`src/rtl/rle_decoder.sv`:
```
// Run-length decoder: expands literal words and {header, count} run pairs back into
// a stream of DATA_W-bit symbols behind a registered valid/ready output stage.
module rle_decoder #(
  parameter int unsigned DATA_W = 7,
  parameter int unsigned CNT_W  = 8
) (
  input  logic              clock,
  input  logic              reset,
  input  logic              in_valid,
  output logic              in_ready,
  input  logic [DATA_W:0]   in_word,
  output logic              out_valid,
  input  logic              out_ready,
  output logic [DATA_W-1:0] out_data,
  output logic              run_active,
  output logic              err_zero_run
);

  typedef enum logic [1:0] {
    IDLE,
    GET_CNT,
    EXPAND
  } state_t;

  state_t state, state_next;

  logic [DATA_W-1:0] sym_reg;
  logic [CNT_W-1:0]  remaining;
  logic [CNT_W-1:0]  cnt_word;
  logic              slot_free;
  logic              accept;
  logic              load;
  logic [DATA_W-1:0] load_data;
  logic              sym_load;
  logic              rem_load;
  logic              rem_dec;
  logic              err_set;

  assign slot_free = !out_valid || out_ready;
  assign accept    = in_valid && in_ready;
  assign cnt_word  = in_word[CNT_W-1:0];

  always_ff @(posedge clock or posedge reset) begin
    if (reset) begin
      state <= IDLE;
    end else begin
      state <= state_next;
    end
  end

  always_comb begin
    state_next = state;
    in_ready   = 1'b0;
    load       = 1'b0;
    load_data  = sym_reg;
    sym_load   = 1'b0;
    rem_load   = 1'b0;
    rem_dec    = 1'b0;
    err_set    = 1'b0;
    unique case (state)
      IDLE: begin
        in_ready = slot_free;
        if (accept) begin
          if (!in_word[DATA_W]) begin
            load      = 1'b1;
            load_data = in_word[DATA_W-1:0];
          end else begin
            sym_load   = 1'b1;
            state_next = GET_CNT;
          end
        end
      end
      // Output register is left alone here so a literal ahead of the header can drain.
      GET_CNT: begin
        in_ready = 1'b1;
        if (accept) begin
          if (cnt_word == '0) begin
            err_set    = 1'b1;
            state_next = IDLE;
          end else begin
            rem_load   = 1'b1;
            state_next = EXPAND;
          end
        end
      end
      EXPAND: begin
        if (slot_free && remaining != '0) begin
          load    = 1'b1;
          rem_dec = 1'b1;
          if (remaining == CNT_W'(1)) begin
            state_next = IDLE;
          end
        end
      end
      default: state_next = IDLE;
    endcase
  end

  always_ff @(posedge clock or posedge reset) begin
    if (reset) begin
      out_valid    <= 1'b0;
      out_data     <= '0;
      sym_reg      <= '0;
      remaining    <= '0;
      err_zero_run <= 1'b0;
    end else begin
      if (load) begin
        out_data  <= load_data;
        out_valid <= 1'b1;
      end else if (out_ready) begin
        out_valid <= 1'b0;
      end
      if (sym_load) begin
        sym_reg <= in_word[DATA_W-1:0];
      end
      if (rem_load) begin
        remaining <= cnt_word;
      end else if (rem_dec) begin
        remaining <= remaining - CNT_W'(1);
      end
      if (err_set) begin
        err_zero_run <= 1'b1;
      end
    end
  end

  assign run_active = (state != IDLE);

endmodule

```
`config.mk`:
```
export PLATFORM = sky130hd
export DESIGN_NAME = rle_decoder
export DESIGN_NICKNAME = d
export VERILOG_FILES = /design/src/rtl/rle_decoder.sv
export SDC_FILE = /design/constraint.sdc
export NUM_CORES = 1
export LEC_CHECK = 0
export CORE_ASPECT_RATIO = 0.6
export CORE_MARGIN = 2
export CORE_UTILIZATION = 35
export CTS_CLUSTER_DIAMETER = 80
export CTS_CLUSTER_SIZE = 20
export DETAILED_ROUTE_END_ITERATION = 6
export GPL_ROUTABILITY_DRIVEN = 1
export PLACE_DENSITY_LB_ADDON = 0.2
export REMOVE_ABC_BUFFERS = 1
export SETUP_SLACK_MARGIN = 0.4
export SYNTH_ARGS = -nofsm -noshare
export SYNTH_HDL_FRONTEND = slang
export SYNTH_SLANG_ARGS = --single-unit
```
`constraint.sdc`:
```
create_clock -name clock -period 2 [get_ports clock]
set_input_delay 0.3 -clock clock [delete_from_list [all_inputs] [get_ports clock]]
set_output_delay 0.3 -clock clock [all_outputs]
set_load 0.03 [all_outputs]
```
==> impl_metrics.py, run 1 <==
metrics = {
    "logic_synthesis": {
        "ys_seq_elements": 26,
        "synthCells": 124,
        "synth_mux_area_share_pct": 11.91,
        "synth_compound_area_share_pct": 12.95,
        "yosys_warnings": 0,
        "synth.largest_area_cell": "dfrtp_1",
        "syn_area_um2": 1334,
        "synth-adder-area-share_pct": 1.876,
        "avgSynthCellArea_um2": 10.76,
        "ys_async_sr_fraction_pct": 100.0,
        "synth_simple_gate_area_share_pct": 20.73,
        "netlist_top_cells_area": "dfrtp_1 (49%), mux2i_1 (6.0%), mux2_2 (5.9%)",
        "ys_seq_area_share_pct": 48.78,
        "synthXorXnorAreaFrac_pct": 0,
        "ys.flop_type": "dfrtp_1",
        "yosysTopAreaCellShare_pct": 48.78,
        "synth_edf_count": 0,
        "synth_top_family_by_area": "simple AND/OR/NAND/NOR gates",
        "synth.distinct_cells": 36,
    },
    "sta": {
        "slew_headroom_pct": 77.64,
        "rsz0062_at_grt": "true",
        "finClkSkew_ns": 0.002202,
        "final_max_slew_viol_count": 0,
        "hold_ws_ns": 0.3719,
        "final-setup-viol-count": 0,
        "period_needed_ns": 1.878,
        "setup_tns_ns": 0,
        "worst-slew-pin-transition_ns": 0.3312,
        "max_freq_mhz": 532.6,
        "finalCritPeriodShare_pct": 93.89,
        "hold_viol": 0,
    },
    "critical_path": {
        "r2r-start": "remaining[5]",
        "cp_max_fo": 7,
        "cp.arrival_ns": 2.03,
        "r2r_end": "out_data[3]",
        "slowest_delay_ns": 0.57,
        "cp_top_family": "simple AND/OR/NAND/NOR gates",
        "r2r_slack_ns": 0.12,
        "cp.buffers_inverters": 1,
        "worstSetupPathType": "reg2reg",
        "critPathRequiredTime_ns": 2.16,
        "critPathLaunchType": "flop",
        "critPathCaptureType": "flop",
        "critPathSlowestCell": "or4_4",
        "path_cells": "or4_4 -> o211ai_4 -> buf_6 -> mux2i_1 -> a21oi_1",
        "reg2reg_depth": 5,
    },
    "detailed_routing": {
        "drt-pass1-iter-count": 5,
        "highest_layer": "met4",
        "via_per_inst": 5.315,
        "dr_wl_met3_um": 160,
        "drt_wl_total_mm": 3.940,
        "antenna_left": 0,
        "wire_per_inst_um": 16.98,
        "drtIter0Drc": 57,
        "m1WireLength_mm": 1.948,
        "drcViolationCount": 0,
        "routed-wl-met2_mm": 1.819,
        "vias": 1233,
    },
    "placed_design": {
        "port_buffers": 22,
        "place.gp.congestion": 0.8320,
        "dp.cells": 212,
        "dp_hpwl_mm": 2.579,
    },
    "floorplanning": {
        "num_io_pins": 23,
        "initial_core_util_pct": 36.46,
        "die_height_um": 51.82,
        "die_area_um2": 4337,
        "core-area_um2": 3659,
        "core.rowCount": 17,
        "die_w_um": 83.70,
    },
    "global_route": {
        "antenna_found_initial": 0,
        "grt_pass1_vias": 1227,
        "grt_max_degree": 27,
        "grt_pass1_wl_mm": 6.223,
        "overflow": 0,
        "grt_usage_pct": 18.80,
    },
    "clocking": {
        "cts_buffers": 3,
        "cts.clk_slew.worst_paths_ns": 0.09,
        "htree_levels": 1,
        "root_buffer": "clkbuf_8",
        "cts_sinks": 26,
        "clockBufferDepth": 2,
        "postCtsHoldBufs": 0,
        "clk-insertion-delay-late_ns": 0.27,
        "cts_tree": "done",
    },
    "power_and_ir_drop": {
        "switching_share_pct": 39.30,
        "p_per_area_nw_per_um2": 1473,
        "cellLeakagePower_nw": 0.9865,
        "p_int_mw": 1.830,
        "ir_drop_uv": 766.7,
        "comb_power_share_pct": 56.7,
        "seqPwrFrac_pct": 32.1,
        "power.total_mw": 3.015,
        "clockPowerShare_pct": 11.2,
        "p_sw_mw": 1.185,
    },
    "cells_and_area": {
        "layout.nets": 200,
        "diodes": 0,
        "largest_register_ffs": 8,
        "drive_above_1_share_pct": 38.92,
        "final_cell_mix": "buf_4 (37), dfrtp_1 (25), nor2_1 (12)",
        "final_common_cell": "buf_4",
        "stdcell_count": 232,
        "syn2layout_area_growth_pct": 53.47,
        "final_util_pct": 55.95,
    },
    "min_path": {
        "hp-class": "in2async",
    },
    "run": {
        "maxCapViolations": 0,
    },
    "status": {
        "status": "completed",
    },
}
==> how the worst max path moves through the flow <==
| stage | from | to | depth (start not counted) |
|---|---|---|---|
| global route | remaining[1] | out_data[3] | 7 |
| global placement | out_ready | remaining[7] | 5 |
| detailed placement | out_ready | remaining[7] | 5 |
| CTS | remaining[1] | out_data[3] | 7 |
| floorplan | state[1] | sym_reg[0] | 3 |
| finish | remaining[5] | out_data[3] | 5 |
==> final cells by class <==
class	instances	area (µm²)
clock buffers	4	55.05
fillers	319	1612
inverters	4	15.01
multi-input cells	88	733.2
flip-flops and latches	26	651.9
well taps	47	58.81
repair buffers	63	533.0
==> power groups by stage <==
stage | registers, mW | logic [mW] | clock network [mW]
after global routing | 0.994 | 1.83 | 0.376
after detailed placement | 0.973 | 1.35 | 0
final | 0.967 | 1.71 | 0.339
after CTS | 0.955 | 1.58 | 0.350
after floorplan | 1.09 | 0.658 | 0
after global placement | 0.951 | 1.33 | 0
==> timing repair <==
action	CTS	global route
setup endpoints to repair	34	26
gates resized for setup	40	12
pin swaps	11	8
setup buffers	11	5
==> layer usage <==
layer / vias to the layer above / GRT usage [%]
li1: 582 / -
met1: 617 / 26.44
met2: 30 / 29.73
met3: 4 / 4.762
met4: 0 / 3.763
met5: - / 0
==> synthesized netlist by cell type (2+ instances only) <==
| cell | count |
|---|---|
| o211ai_1 | 5 |
| nand4_1 | 2 |
| clkbuf_1 | 4 |
| o311ai_0 | 3 |
| nand3_1 | 5 |
| inv_1 | 4 |
| or3_1 | 2 |
| a21oi_1 | 7 |
| ha_1 | 2 |
| or4_1 | 5 |
| mux2i_1 | 8 |
| nor2b_1 | 2 |
| or4b_1 | 2 |
| nand2_1 | 7 |
| mux2_2 | 7 |
| dfrtp_1 | 26 |
| nor2_1 | 12 |
| nand2b_1 | 3 |
==> stage by stage <==
step,instance area (µm²),setup WS (ns)
after CTS,1963,0.1551
final,2047,0.1223
after global placement,1763,-0.03136
after detailed placement,1763,-0.05827
after global routing,2047,0.06817
after floorplan,1299,-0.1780
==> kinds of logic (layout without fill, tap and decap cells) <==
| kind of cell | Yosys count | count (layout) |
|---|---|---|
| flops | 26 | 26 |
| compound gates | 23 | 23 |
| fa+ha+maj | 2 | 2 |
| buf+inv | 10 | 71 |
| mux | 15 | 15 |
| simple gates | 48 | 48 |
==> worst min-delay path: cells and delay by family <==
kind     cells  cell delay [ns]
buf+inv      3             0.75
No activity file was read; power rests on OpenSTA's default activity.
==> run 2, diff against run 1 <==
--- a/config.mk
+++ b/config.mk
@@ -7,7 +7,7 @@
 export LEC_CHECK = 0
 export CORE_ASPECT_RATIO = 0.6
 export CORE_MARGIN = 2
-export CORE_UTILIZATION = 35
+export CORE_UTILIZATION = 23
 export CTS_CLUSTER_DIAMETER = 80
 export CTS_CLUSTER_SIZE = 20
 export DETAILED_ROUTE_END_ITERATION = 6
==> run 2 against run 1 <==
Via count rose by 5.8%. Non-clock buffer count rose by 7. Critical path type unchanged. Sequential power rose by 2.1%.
==> impl_metrics.py, run 2 (synthesized netlist as in run 1, its figures left out) <==
metrics = {
    "status": {
        "status": "completed",
    },
    "critical_path": {
        "cp_max_fo": 7,
        "r2r-start": "remaining[5]",
        "critPathSlowestCell": "or4_4",
        "cp.arrival_ns": 2.00,
        "endpoint": "out_data[6]",
        "r2r_end": "out_data[6]",
        "startpoint": "remaining[5]",
        "reg2reg_depth": 5,
        "critPathRequiredTime_ns": 2.16,
        "path_cells": "or4_4 -> o211ai_4 -> buf_6 -> mux2i_1 -> mux2i_1",
        "critPathCaptureType": "flop",
        "critPathLaunchType": "flop",
        "slowest_delay_ns": 0.56,
        "worstSetupPathType": "reg2reg",
        "crit_top_cell": "mux2i_1",
        "r2r_slack_ns": 0.16,
    },
    "sta": {
        "final-setup-viol-count": 0,
        "setup_tns_ns": 0,
        "hold_viol": 0,
        "worst-slew-pin-transition_ns": 0.3517,
        "finalCritPeriodShare_pct": 91.88,
        "max_freq_mhz": 544.2,
        "finClkSkew_ns": 0.007359,
        "final_max_slew_viol_count": 0,
        "slew_headroom_pct": 76.55,
        "period_needed_ns": 1.838,
        "rsz0062_at_grt": "true",
    },
    "cells_and_area": {
        "drive_above_1_share_pct": 45.31,
        "fill_cells": 556,
        "final_cell_mix": "buf_4 (36), dfrtp_1 (24), buf_6 (13)",
        "final_common_cell": "buf_4",
        "syn2layout_area_growth_pct": 69.04,
        "layout.nets": 207,
        "stdcell_count": 272,
        "diodes": 0,
        "largest_register_ffs": 8,
    },
    "detailed_routing": {
        "antenna_left": 0,
        "wire_per_inst_um": 16.22,
        "drt-pass1-iter-count": 4,
        "drcViolationCount": 0,
        "drtIter0Drc": 57,
        "drt_wl_total_mm": 4.411,
        "vias": 1305,
        "via_per_inst": 4.798,
    },
    "floorplanning": {
        "core-area_um2": 5597,
        "die_w_um": 102.3,
        "core.rowCount": 21,
        "die_height_um": 62.99,
        "num_io_pins": 23,
        "die_area_um2": 6444,
        "initial_core_util_pct": 23.83,
    },
    "clocking": {
        "cts_tree": "done",
        "clockBufferDepth": 2,
        "clk-insertion-delay-late_ns": 0.28,
        "cts.clk_slew.worst_paths_ns": 0.10,
        "htree_levels": 1,
        "root_buffer": "clkbuf_8",
        "cts_buffers": 3,
        "cts_sinks": 26,
    },
    "power_and_ir_drop": {
        "ir_drop_uv": 587.8,
        "cellLeakagePower_nw": 1.060,
        "p_per_area_nw_per_um2": 1509,
    },
    "global_route": {
        "overflow": 0,
        "antenna_found_initial": 0,
        "grt_max_degree": 27,
        "grt_pass1_wl_mm": 7.113,
        "grt_usage_pct": 14.45,
        "grt_pass1_vias": 1386,
    },
    "placed_design": {
        "place.gp.congestion": 0.8097,
        "dp_hpwl_mm": 2.904,
        "dp.cells": 245,
        "port_buffers": 22,
    },
    "run": {
        "maxCapViolations": 0,
    },
    "min_path": {
        "hp-class": "in2async",
    },
}
==> run 2: per-layer routing <==
| layer | part of all wire [%] | vias up | track usage, % |
|---|---|---|---|
| li1 | - | 595 | - |
| met1 | 51 | 659 | 20.95 |
| met2 | 42 | 47 | 20.89 |
| met3 | 6.9 | 4 | 4.474 |
| met4 | 0.79 | 0 | 3.333 |
| met5 | 0 | - | 0 |
==> run 2: worst max-delay path: cells and delay by family (launching register included) <==
kind,cells,cell delay [ns]
compound gates,1,0.25
buf+inv,1,0.19
flops,1,0.44
mux,2,0.28
simple gates,1,0.56
==> run 2: area by class of cell <==
| cell class | count | area (µm²) | area share [%] |
|---|---|---|---|
| multi-input cells | 88 | 797.0 | 35.35 |
| repair buffers | 70 | 618.1 | 27.41 |
| well taps | 80 | 100.1 | 4.440 |
| clock buffers | 3 | 41.29 | 1.831 |
| flip-flops and latches | 26 | 653.1 | 28.97 |
| inverters | 4 | 15.01 | 0.6659 |
| clock inverters | 1 | 30.03 | 1.332 |
==> run 2: worst min path at each step <==
stage | end | slack [ns]
after detailed placement | err_zero_run | 0.46
after global routing | remaining[4] | 0.43
after floorplan | err_zero_run | 0.34
after CTS | remaining[6] | 0.39
final | remaining[4] | 0.38
after global placement | err_zero_run | 0.46
==> run 2: report_power, final <==
group	leakage (nW)	internal [mW]	switching, mW
Sequential	0.311	0.779	0.207
Clock	0.0357	0.268	0.177
Combinational	0.713	1.03	0.942
Total	1.06	2.08	1.33
==> run 2: what timing repair did <==
action / CTS / global route
buffers inserted: 16 / 7
pin swaps: 17 / 12
hold endpoints to repair: 0 / 0
hold buffers: 0 / 0
gates resized for setup: 48 / 23
endpoints found under the setup margin: 35 / 26
==> run 2: per-stage QoR <==
stage                     hold slack (ns)  power [mW]  utilization [%]  setup WS (ns)  instance area [µm²]
after detailed placement           0.4616       2.351            32.24        -0.1024                 1804
after CTS                          0.3903       3.160            37.94         0.1845                 2123
final                              0.3794       3.403            40.29         0.1623                 2255
after floorplan                    0.3400       1.749                -        -0.1780                 1299
after global placement             0.4604       2.319            32.24       -0.04132                 1804
after global routing               0.4293       3.607            40.29        0.08670                 2255
